===== config.mk =====
export PLATFORM = sky130hd
export DESIGN_NAME = instr_fetch_queue_flat
export DESIGN_NICKNAME = d
export VERILOG_FILES = /design/src/rtl/instr_fetch_queue_pkg.sv /design/src/rtl/instr_fetch_queue_if.sv /design/src/rtl/instr_fetch_queue_ptr_ctrl.sv /design/src/rtl/instr_fetch_queue.sv /design/src/flat_wrapper.sv
export SDC_FILE = /design/constraint.sdc
export NUM_CORES = 1
export LEC_CHECK = 0
export ABC_CLOCK_PERIOD_IN_PS = 5200
export BUFFER_PORTS_ARGS = -buffer_cell sky130_fd_sc_hd__buf_2
export CELL_PAD_IN_SITES_DETAIL_PLACEMENT = 1
export CELL_PAD_IN_SITES_GLOBAL_PLACEMENT = 1
export CORE_ASPECT_RATIO = 1.25
export CORE_MARGIN = 2
export CORE_UTILIZATION = 30
export DETAILED_ROUTE_END_ITERATION = 6
export PLACE_DENSITY_LB_ADDON = 0.1
export SYNTH_ARGS = -nofsm -noshare
export SYNTH_HDL_FRONTEND = slang
export SYNTH_SLANG_ARGS = --single-unit

===== constraint.sdc =====
create_clock -name clk -period 5.2 [get_ports clk]
set_input_delay 0.52 -clock clk [delete_from_list [all_inputs] [get_ports clk]]
set_output_delay 0.52 -clock clk [all_outputs]
set_load 0.01 [all_outputs]

===== src/rtl/instr_fetch_queue_pkg.sv =====
// Shared fetch-side types and constants.
// Entry layout used by the instruction fetch queue.
package rv_fetch_pkg;

  localparam int ADDR_W  = 8;
  localparam int INSTR_W = 32;

  // Reserved for future bubble insertion.
  localparam logic [INSTR_W-1:0] NOP_INSTR = 32'h00000013;

  typedef struct packed {
    logic [ADDR_W-1:0]  pc;
    logic [INSTR_W-1:0] instr;
  } fetch_entry_t;

endpackage


===== src/rtl/instr_fetch_queue_if.sv =====
// Fetch-to-decode handshake bundle for the fetch queue.
// master drives fetch/decode requests; slave is the queue.
interface instr_fetch_queue_if #(
  parameter int ADDR_W  = 8,
  parameter int INSTR_W = 32,
  parameter int DEPTH   = 4
);

  localparam int CW = $clog2(DEPTH) + 1;

  logic               fetch_valid;
  logic [ADDR_W-1:0]  fetch_pc;
  logic [INSTR_W-1:0] fetch_instr;
  logic               fetch_ready;
  logic               flush;
  logic               id_valid;
  logic               id_ready;
  logic [ADDR_W-1:0]  id_pc;
  logic [INSTR_W-1:0] id_instr;
  logic [CW-1:0]      count;

  modport master (
    output fetch_valid, fetch_pc, fetch_instr,
    output flush, id_ready,
    input  fetch_ready, id_valid,
    input  id_pc, id_instr, count
  );

  modport slave (
    input  fetch_valid, fetch_pc, fetch_instr,
    input  flush, id_ready,
    output fetch_ready, id_valid,
    output id_pc, id_instr, count
  );

endinterface


===== src/rtl/instr_fetch_queue_ptr_ctrl.sv =====
// Pointer / occupancy control for the fetch queue.
// Qualifies enqueue and dequeue; flush clears everything.
module ifq_ptr_ctrl #(
  parameter int DEPTH = 4,
  parameter int AW    = $clog2(DEPTH),
  parameter int CW    = $clog2(DEPTH) + 1
) (
  input  logic          clk,
  input  logic          reset,
  input  logic          fetch_valid_i,
  input  logic          neg_pc_i,
  input  logic          flush_i,
  input  logic          id_ready_i,
  output logic          enq_o,
  output logic          deq_o,
  output logic          full_o,
  output logic          empty_o,
  output logic [AW-1:0] wptr_o,
  output logic [AW-1:0] rptr_o,
  output logic [CW-1:0] count_o
);

  logic [AW-1:0] wptr_q, wptr_d;
  logic [AW-1:0] rptr_q, rptr_d;
  logic [CW-1:0] count_q, count_d;

  assign full_o  = (count_q == CW'(DEPTH));
  assign empty_o = (count_q == '0);

  // Negative-PC offers are handshaken but never stored.
  assign enq_o = fetch_valid_i && !full_o
              && !flush_i && !neg_pc_i;
  assign deq_o = !empty_o && id_ready_i
              && !flush_i;

  always_comb begin
    wptr_d  = wptr_q;
    rptr_d  = rptr_q;
    count_d = count_q;
    if (flush_i) begin
      wptr_d  = '0;
      rptr_d  = '0;
      count_d = '0;
    end else begin
      if (enq_o) wptr_d = wptr_q + 1'b1;
      if (deq_o) rptr_d = rptr_q + 1'b1;
      count_d = count_q + CW'(enq_o)
              - CW'(deq_o);
    end
  end

  always_ff @(posedge clk) begin
    if (reset) begin
      wptr_q  <= '0;
      rptr_q  <= '0;
      count_q <= '0;
    end else begin
      wptr_q  <= wptr_d;
      rptr_q  <= rptr_d;
      count_q <= count_d;
    end
  end

  assign wptr_o  = wptr_q;
  assign rptr_o  = rptr_q;
  assign count_o = count_q;

endmodule


===== src/rtl/instr_fetch_queue.sv =====
// Circular FIFO of {pc, instr} between fetch and decode.
// Define IFQ_TRACE_EN for simulation-only event tracing.
module instr_fetch_queue #(
  parameter int ADDR_W  = rv_fetch_pkg::ADDR_W,
  parameter int INSTR_W = rv_fetch_pkg::INSTR_W,
  parameter int DEPTH   = 4
) (
  input logic clk,
  input logic reset,
  instr_fetch_queue_if.slave bus
);

  import rv_fetch_pkg::*;

  localparam int AW = $clog2(DEPTH);
  localparam int CW = AW + 1;

  logic          enq, deq, full, empty;
  logic [AW-1:0] wptr, rptr;
  logic [CW-1:0] count;

  fetch_entry_t mem_q [DEPTH];
  fetch_entry_t wr_ent, head;

  ifq_ptr_ctrl #(
    .DEPTH (DEPTH),
    .AW    (AW),
    .CW    (CW)
  ) u_ptr (
    .clk           (clk),
    .reset         (reset),
    .fetch_valid_i (bus.fetch_valid),
    .neg_pc_i      (bus.fetch_pc[ADDR_W-1]),
    .flush_i       (bus.flush),
    .id_ready_i    (bus.id_ready),
    .enq_o         (enq),
    .deq_o         (deq),
    .full_o        (full),
    .empty_o       (empty),
    .wptr_o        (wptr),
    .rptr_o        (rptr),
    .count_o       (count)
  );

  assign wr_ent.pc    = bus.fetch_pc;
  assign wr_ent.instr = bus.fetch_instr;

  always_ff @(posedge clk) begin
    if (enq) mem_q[wptr] <= wr_ent;
  end

  assign head = mem_q[rptr];

  assign bus.fetch_ready = !full;
  assign bus.id_valid    = !empty;
  assign bus.count       = count;
  assign bus.id_pc       = empty ? '0 : head.pc;
  assign bus.id_instr    = empty ? '0 : head.instr;

`ifdef IFQ_TRACE_EN
  always_ff @(posedge clk) begin
    if (!reset) begin
      if (bus.flush) begin
        $display("IFQ flush");
      end else begin
        if (enq)
          $display("IFQ enq pc=%d",
                   $signed(bus.fetch_pc));
        if (deq)
          $display("IFQ deq pc=%d",
                   $signed(head.pc));
        if (bus.fetch_valid && !full
            && bus.fetch_pc[ADDR_W-1])
          $display("IFQ drop pc=%d",
                   $signed(bus.fetch_pc));
      end
    end
  end
`endif

endmodule


===== src/flat_wrapper.sv =====
// flat-port wrapper written by rule: the top's interface ports become plain ports
module instr_fetch_queue_flat import rv_fetch_pkg::*;
#(
  parameter int ADDR_W  = rv_fetch_pkg::ADDR_W,
  parameter int INSTR_W = rv_fetch_pkg::INSTR_W,
  parameter int DEPTH   = 4
)
  (clk, reset, bus_fetch_valid, bus_fetch_pc, bus_fetch_instr, bus_flush, bus_id_ready, bus_fetch_ready, bus_id_valid, bus_id_pc, bus_id_instr, bus_count);
  instr_fetch_queue_if #(.ADDR_W(ADDR_W), .INSTR_W(INSTR_W), .DEPTH(DEPTH)) bus_i ();
  input logic clk;
  input logic reset;
  input wire logic [$bits(bus_i.fetch_valid)-1:0] bus_fetch_valid;
  input wire logic [$bits(bus_i.fetch_pc)-1:0] bus_fetch_pc;
  input wire logic [$bits(bus_i.fetch_instr)-1:0] bus_fetch_instr;
  input wire logic [$bits(bus_i.flush)-1:0] bus_flush;
  input wire logic [$bits(bus_i.id_ready)-1:0] bus_id_ready;
  output wire logic [$bits(bus_i.fetch_ready)-1:0] bus_fetch_ready;
  output wire logic [$bits(bus_i.id_valid)-1:0] bus_id_valid;
  output wire logic [$bits(bus_i.id_pc)-1:0] bus_id_pc;
  output wire logic [$bits(bus_i.id_instr)-1:0] bus_id_instr;
  output wire logic [$bits(bus_i.count)-1:0] bus_count;
  assign bus_i.fetch_valid = bus_fetch_valid;
  assign bus_i.fetch_pc = bus_fetch_pc;
  assign bus_i.fetch_instr = bus_fetch_instr;
  assign bus_i.flush = bus_flush;
  assign bus_i.id_ready = bus_id_ready;
  assign bus_fetch_ready = bus_i.fetch_ready;
  assign bus_id_valid = bus_i.id_valid;
  assign bus_id_pc = bus_i.id_pc;
  assign bus_id_instr = bus_i.id_instr;
  assign bus_count = bus_i.count;
  instr_fetch_queue #(.ADDR_W(ADDR_W), .INSTR_W(INSTR_W), .DEPTH(DEPTH)) u_core (.clk(clk), .reset(reset), .bus(bus_i));
endmodule

==> results.py, run 1 <==
metrics = {
    "run_status": {
        "outcome": "complete, no violations",
    },
    "critical_path": {
        "critPathKind": "flip-flop to output pin",
        "crit-reg2reg-launch": "u_core.u_ptr.count_o[1]",
        "crit_path_start_kind": "flip-flop",
        "worstPathRequired_ps": 4680,
        "ff2ff_path_depth": 9,
        "r2r_slack_ps": 2920,
        "critPathArrivalTime_ps": 2310,
        "critPathCaptureType": "output pin",
        "crit_fanout": 40,
        "reg2reg_to": "u_core.u_ptr.count_o[2]",
    },
    "global_routing": {
        "met1_usage_pct": 15.2,
        "grt_use_met3_pct": 4.11,
        "overflow": 0,
        "grt_pass1_wl_um": 20800,
        "gr-max-usage-layer": "met2",
        "grt_pass1_vias": 3560,
        "antenna_found_initial": 1,
        "grt_use_met2_pct": 21.0,
        "grt_usage_pct": 12.5,
        "grt_max_degree": 42,
    },
    "timing": {
        "max_slew.worst_pin.slew_ps": 869,
        "setup_viol": 0,
        "relSlewSlack_pct": 42.1,
        "fin_skew_ps": 10.0,
        "max_freq_mhz": 354,
        "slew_viol_final": 0,
        "fin_crit_sh_pct": 54.4,
        "rsz0062_at_grt": "false",
        "layout_min_cycle_time_ps": 2830,
        "hold_viol_final": 0,
        "tns_ps": 0,
    },
    "yosys": {
        "synth_area_um2": 6620,
        "synth_cell_type_count": 29,
        "synth_edf_count": 160,
        "yosysMostFrequentCell": "edfxtp_1",
        "synth_seq_cells": 169,
        "synth_commonest_cells": "160 x edfxtp_1, 40 x mux4_2, 36 x nor2b_1",
        "syn_nets": 359,
        "syn_area_per_cell_um2": 21.6,
        "synthArstFlopShare_pct": 0,
        "synth_top_area_share_pct": 72.6,
        "synth_top_flop_cell": "edfxtp_1",
        "synth.area.top_cells": "edfxtp_1 73%, mux4_2 14%, nor2b_1 3.4%, dfxtp_1 2.7%, buf_12 1.2%",
        "synth.yosys.seq_area_share_pct": 75.3,
        "yosys.area.top_type": "edfxtp_1",
        "synth_cells": 307,
        "yosysWarnings": 0,
    },
    "cts": {
        "cts_tree": "yes",
        "cts.reportedPaths.clkPinSlew_ps": 70,
        "cts_resized": 0,
        "clock_path_buffers": 2,
        "ctsHoldBuffers": 0,
        "clkSinkCount": 169,
        "cts_setup_buffers": 0,
        "htreeDepth": 4,
        "cts_root_buffer": "clkbuf_16",
        "cts_made_buffers": 17,
        "clock_latency_ps": 420,
    },
    "floorplan": {
        "rows": 60,
        "fp.coreArea_um2": 21600,
        "die_h_um": 170,
        "ioPinCount": 90,
        "die_area_um2": 23300,
        "initial_core_util_pct": 30.6,
        "die_x_um": 137,
    },
    "power_and_ir_drop": {
        "leakage_nw": 2.68,
        "p_clk_share_pct": 43.6,
        "sequentialPowerShare_pct": 53.3,
        "p_sw_share_pct": 20.3,
        "power_density_nw_per_um2": 357,
        "vdd.ir_drop.worst_mv": 0.200,
        "combPwrFrac_pct": 3.2,
        "p_int_w": 0.00225,
        "power.switching_w": 0.000575,
    },
    "cells_and_area": {
        "syn2layout_area_growth_pct": 19.7,
        "stdcell_area_um2": 7920,
        "drive_above_1_share_pct": 42.9,
        "final_cells": 699,
        "fillers": 2177,
        "layout.nets": 459,
        "antenna_cells": 0,
    },
    "hold_path": {
        "hold_end": "u_core.mem_q[0][38]",
        "hold-path-cell-count": 1,
        "min_from": "bus_fetch_pc[6]",
        "min_path_type": "input port to flip-flop",
    },
    "placed_design": {
        "hpwl_um": 8070,
        "port_buffers": 89,
        "dp_cells": 667,
        "place_congestion": 0.659,
        "placed_cell_area_um2": 7340,
    },
    "drt": {
        "ant_nets": 0,
        "wl_um": 13600,
        "wl_per_cell_um": 19.5,
        "via_per_inst": 4.54,
        "vias": 3176,
        "dr.pass1.iters": 4,
        "drt_iter0_drc": 156,
        "drc": 0,
    },
    "flow_run": {
        "maxCapViolations": 0,
    },
}
state kept, by name, indices dropped and copies added (netlist names), named ones only:
name	count
u_core.u_ptr.rptr_o	2
u_core.mem_q	160
u_core.u_ptr.wptr_o	2
u_core.u_ptr.count_o	3
worst max path at each step:
stage,from,end,slack [ps]
2_1_floorplan,bus_flush,u_core.u_ptr.count_o[2],2640
4_1_cts,flip-flop,bus_id_instr[1],2240
3_3_place_gp,bus_flush,u_core.u_ptr.count_o[2],2560
5_1_grt,flip-flop,bus_id_instr[1],2160
6_report,flip-flop,bus_id_instr[6],2370
3_5_place_dp,bus_flush,u_core.u_ptr.count_o[2],2540
final cells by class:
| type | instances | area (um2) | share of cell area (%) |
|---|---|---|---|
| clock inverters | 13 | 146 | 1.85 |
| clock buffers | 19 | 433 | 5.46 |
| flip-flops and latches | 169 | 4990 | 63.0 |
| multi-input cells | 116 | 1480 | 18.7 |
| repair buffers | 95 | 490 | 6.19 |
| well taps | 279 | 349 | 4.41 |
| inverters | 8 | 30.0 | 0.379 |
power by group through the flow:
stage	clock [W]	sequential (W)	combinational [W]
after floorplan	0	0.00153	0.0000440
after global placement	0	0.00154	0.0000892
after detailed placement	0	0.00154	0.0000924
after CTS	0.00127	0.00151	0.0000925
after global routing	0.00132	0.00151	0.0000996
final	0.00123	0.00151	0.0000891
metal layers:
layer | wire length [um] | up-vias | part of all wire (%)
li1 | - | 1422 | -
met1 | 5860 | 1664 | 43
met2 | 6880 | 74 | 50
met3 | 705 | 14 | 5.2
met4 | 168 | 2 | 1.2
met5 | 11 | - | 0.081
critical path: stages, from the launching register on:
cell,delay (ps)
dfxtp_4,930
mux4_2,630
nor2b_1,150
buf_2,160
stage by stage:
step | setup slack, ps | utilization, % | hold WS (ps) | total power [W]
after floorplan | 2640 | - | 461 | 0.00158
after global placement | 2560 | 34.0 | 515 | 0.00162
after detailed placement | 2540 | 34.0 | 531 | 0.00163
after CTS | 2240 | 36.6 | 283 | 0.00287
after global routing | 2160 | 36.6 | 290 | 0.00292
final | 2370 | 36.6 | 306 | 0.00283
cells in the final DEF (no fill, tap or decap), drive strengths merged, types with 2 or more instances in the layout:
master    synthesis  routed
edfxtp          160     160
nor3b             2       2
nor3              5       5
o21ai             2       2
ha                6       6
mux4             40      40
nor2b            40      40
clkinvlp          0       5
xor2              2       2
clkinv            0       3
buf              10      95
inv               8      11
and3              4       4
bufinv            0       2
and2              2       2
clkbuf            4      19
nor2              3       3
xnor2             2       2
dfxtp             9       9
kinds of logic (layout without fill, tap and decap cells):
family | after synthesis | after routing | synth area share, %
multiplexers | 40 | 40 | 13.6
buffers and inverters | 22 | 135 | 2.44
XOR/XNOR | 4 | 4 | 0.529
flip-flops | 169 | 169 | 75.3
adder cells (fa/ha/maj) | 7 | 7 | 1.44
AND/OR/NAND/NOR | 60 | 60 | 6.16
AO/OA/AOI/OAI | 5 | 5 | 0.511
No activity file was read; power rests on OpenSTA's default activity.
==> run 2, diff against run 1 <==
--- a/config.mk
+++ b/config.mk
@@ -5,7 +5,8 @@
 export SDC_FILE = /design/constraint.sdc
 export NUM_CORES = 1
 export LEC_CHECK = 0
-export ABC_CLOCK_PERIOD_IN_PS = 5200
+export ABC_AREA = 1
+export ABC_CLOCK_PERIOD_IN_PS = 2900
 export BUFFER_PORTS_ARGS = -buffer_cell sky130_fd_sc_hd__buf_2
 export CELL_PAD_IN_SITES_DETAIL_PLACEMENT = 1
 export CELL_PAD_IN_SITES_GLOBAL_PLACEMENT = 1
==> constraint.sdc (replaced) <==
create_clock -name clk -period 2.9 [get_ports clk]
set_input_delay 0.29 -clock clk [delete_from_list [all_inputs] [get_ports clk]]
set_output_delay 0.29 -clock clk [all_outputs]
set_load 0.01 [all_outputs]
==> run 2 against run 1 <==
Combinational power rose by 89%. Hold slack got worse by 220 ps. Via count rose by 39%. Die area rose by 1.2%. Clock skew fell by 2.2 ps. First-iteration DRC count rose by 85%. Clock-buffer cell count fell by 1. Worst setup slack got worse by 1900 ps. Global-route usage rose by 2.4 points. Synthesized cell count rose by 78%. Core utilization rose by 0.086 points. Critical path type unchanged. Largest power group unchanged. Highest routed layer unchanged.
==> results.py, run 2 <==
metrics = {
    "drt": {
        "wl_per_cell_um": 17.8,
        "dr.pass1.iters": 6,
        "vias": 4412,
        "via_per_inst": 4.70,
        "ant_nets": 0,
        "drc": 0,
        "drt_iter0_drc": 289,
        "wl_um": 16700,
    },
    "timing": {
        "setup_viol": 0,
        "hold_viol_final": 0,
        "rsz0062_at_grt": "false",
        "relSlewSlack_pct": 57.5,
        "layout_min_cycle_time_ps": 2390,
        "slew_viol_final": 0,
        "max_freq_mhz": 418,
        "fin_skew_ps": 7.87,
        "max_slew.worst_pin.slew_ps": 636,
        "whs_ps": 81.5,
        "fin_crit_sh_pct": 82.5,
    },
    "critical_path": {
        "critPathKind": "flip-flop to output pin",
        "crit_fanout": 25,
        "critPathArrivalTime_ps": 2100,
        "worstPathRequired_ps": 2610,
        "critPathCaptureType": "output pin",
        "crit_path_start_kind": "flip-flop",
    },
    "global_routing": {
        "overflow": 0,
        "grt_pass1_wl_um": 25900,
        "grt_pass1_vias": 4792,
        "grt_usage_pct": 15.0,
        "antenna_found_initial": 1,
        "grt_max_degree": 81,
    },
    "yosys": {
        "synth_seq_cells": 169,
        "synth_top_family_by_area": "simple AND/OR/NAND/NOR gates",
        "synthAdderAreaFrac_pct": 1.42,
        "synth-simple-area-share_pct": 11.0,
        "yosysMostFrequentCell": "nor2_1",
        "synth_edf_count": 160,
        "synth_top_area_share_pct": 71.7,
        "syn_nets": 598,
        "synth_compound_area_share_pct": 9.19,
        "synth-xor-area-share_pct": 0.131,
        "synth.yosys.seq_area_share_pct": 74.4,
        "yosysWarnings": 0,
        "synth_top_flop_cell": "edfxtp_1",
        "syn_area_per_cell_um2": 12.3,
        "yosys-mux-area-fraction_pct": 0,
        "synth_cell_type_count": 20,
        "synth_area_um2": 6700,
        "synth.area.top_cells": "edfxtp_1 72%, nor2_1 9.8%, o21ai_0 4.0%, a21oi_1 3.2%, dfxtp_1 2.7%",
        "synthArstFlopShare_pct": 0,
        "synth_commonest_cells": "175 x nor2_1, 160 x edfxtp_1, 53 x o21ai_0",
        "yosys.area.top_type": "edfxtp_1",
        "synth_cells": 546,
    },
    "floorplan": {
        "die_h_um": 171,
        "rows": 61,
        "die_x_um": 138,
        "initial_core_util_pct": 30.4,
        "die_area_um2": 23600,
        "fp.coreArea_um2": 22100,
        "ioPinCount": 90,
    },
    "cells_and_area": {
        "syn2layout_area_growth_pct": 20.9,
        "ff_latch_area_um2": 4990,
        "layout.nets": 694,
        "fillers": 2384,
        "drive_above_1_share_pct": 22.6,
        "regMostFlops": "u_core.mem_q",
        "antenna_cells": 0,
        "multiInputGateArea_um2": 1490,
        "largest_register_ffs": 160,
        "mostFrequentLayoutCell": "nor2_1",
        "final_cell_mix": "171 x nor2_1, 160 x edfxtp_1, 89 x buf_2, 53 x o21ai_0, 43 x a21oi_1",
    },
    "power_and_ir_drop": {
        "vdd.ir_drop.worst_mv": 0.393,
        "p_int_w": 0.00404,
        "p_sw_share_pct": 21.0,
        "power_density_nw_per_um2": 631,
        "p_total_w": 0.00511,
        "combPwrFrac_pct": 3.3,
        "sequentialPowerShare_pct": 52.8,
        "power.switching_w": 0.00107,
        "p_clk_share_pct": 43.9,
        "leakage_nw": 2.96,
    },
    "cts": {
        "htreeDepth": 4,
        "cts_made_buffers": 17,
        "clkSinkCount": 169,
        "clock_path_buffers": 2,
        "cts_setup_buffers": 0,
        "ctsHoldBuffers": 0,
        "cts_resized": 0,
        "cts_tree": "yes",
        "cts_root_buffer": "clkbuf_16",
        "clock_latency_ps": 410,
        "cts.reportedPaths.clkPinSlew_ps": 70,
    },
    "placed_design": {
        "port_buffers": 89,
        "hpwl_um": 10000,
        "place_congestion": 0.694,
    },
    "run_status": {
        "outcome": "complete, no violations",
    },
    "flow_run": {
        "maxCapViolations": 0,
    },
    "hold_path": {
        "min_path_type": "input port to flip-flop",
    },
}
-- run 2: cell types whose count changed after synthesis, sizes merged, moves of 14 or more --
cell	change
inv	+14
a21oi	+43
o21ai	+78
nor2b	-40
nor2	+172
mux4	-40
-- run 2: worst max-delay path, cell delays in order, from the launching register on --
cell and delay, ps:
dfxtp_1 330, nor2_1 150, nand2_1 160, inv_2 510, buf_4 310, a21oi_1 70
buf_2 150
-- run 2: cells by family after synthesis --
| kind of cell | Yosys count |
|---|---|
| AND/OR/NAND/NOR | 194 |
| flip-flops | 169 |
| AO/OA/AOI/OAI | 123 |
| buffers and inverters | 52 |
| adder cells (fa/ha/maj) | 7 |
| XOR/XNOR | 1 |
-- run 2: per-layer routing --
| metal | up-vias | track usage [%] | routed length [um] |
|---|---|---|---|
| met4 | 2 | 4.39 | 214 |
| met5 | - | 0 | 13 |
| met1 | 2233 | 17.3 | 7110 |
| met3 | 13 | 4.03 | 683 |
| met2 | 73 | 26.9 | 8640 |
| li1 | 2091 | - | - |
-- run 2: layout make-up --
cell class                 instances  share of cell area, %
multi-input combinational        325                   18.4
clock inverter                    14                   1.99
sequential                       169                   61.6
tap                              283                   4.37
timing repair buffer             107                   7.32
clock buffer                      18                   5.30
inverter                          22                   1.05
-- run 2: worst paths after layout --
| path | slack, ps | from | end | depth (start not counted) |
|---|---|---|---|---|
| worst min-delay path | 80 | bus_fetch_instr[2] | u_core.mem_q[3][2] | 1 |
| worst max register to register | 830 | u_core.u_ptr.count_o[1] | u_core.u_ptr.count_o[2] | 10 |
| worst max-delay path | 510 | u_core.u_ptr.count_o[1] | bus_id_pc[1] | 6 |
| worst min register to register | 530 | u_core.u_ptr.rptr_o[1] | flip-flop | 2 |
-- run 2: per-stage QoR --
stage	worst slack, ps	std cells	util (%)	setup TNS, ps	area (um2)
after floorplan	-44.6	546	-	-7140	6700
after global routing	270	938	36.7	0	8100
after CTS	406	938	36.7	0	8100
final	507	938	36.7	0	8100
after detailed placement	694	906	34.1	0	7510
after global placement	742	906	34.1	0	7510
-- run 2: power groups by stage --
| stage | combinational, W | clock, W | sequential, W |
|---|---|---|---|
| after floorplan | 0.0000691 | 0 | 0.00275 |
| after global placement | 0.000165 | 0 | 0.00275 |
| after detailed placement | 0.000172 | 0 | 0.00275 |
| after CTS | 0.000173 | 0.00231 | 0.00270 |
| after global routing | 0.000190 | 0.00239 | 0.00270 |
| final | 0.000168 | 0.00224 | 0.00270 |
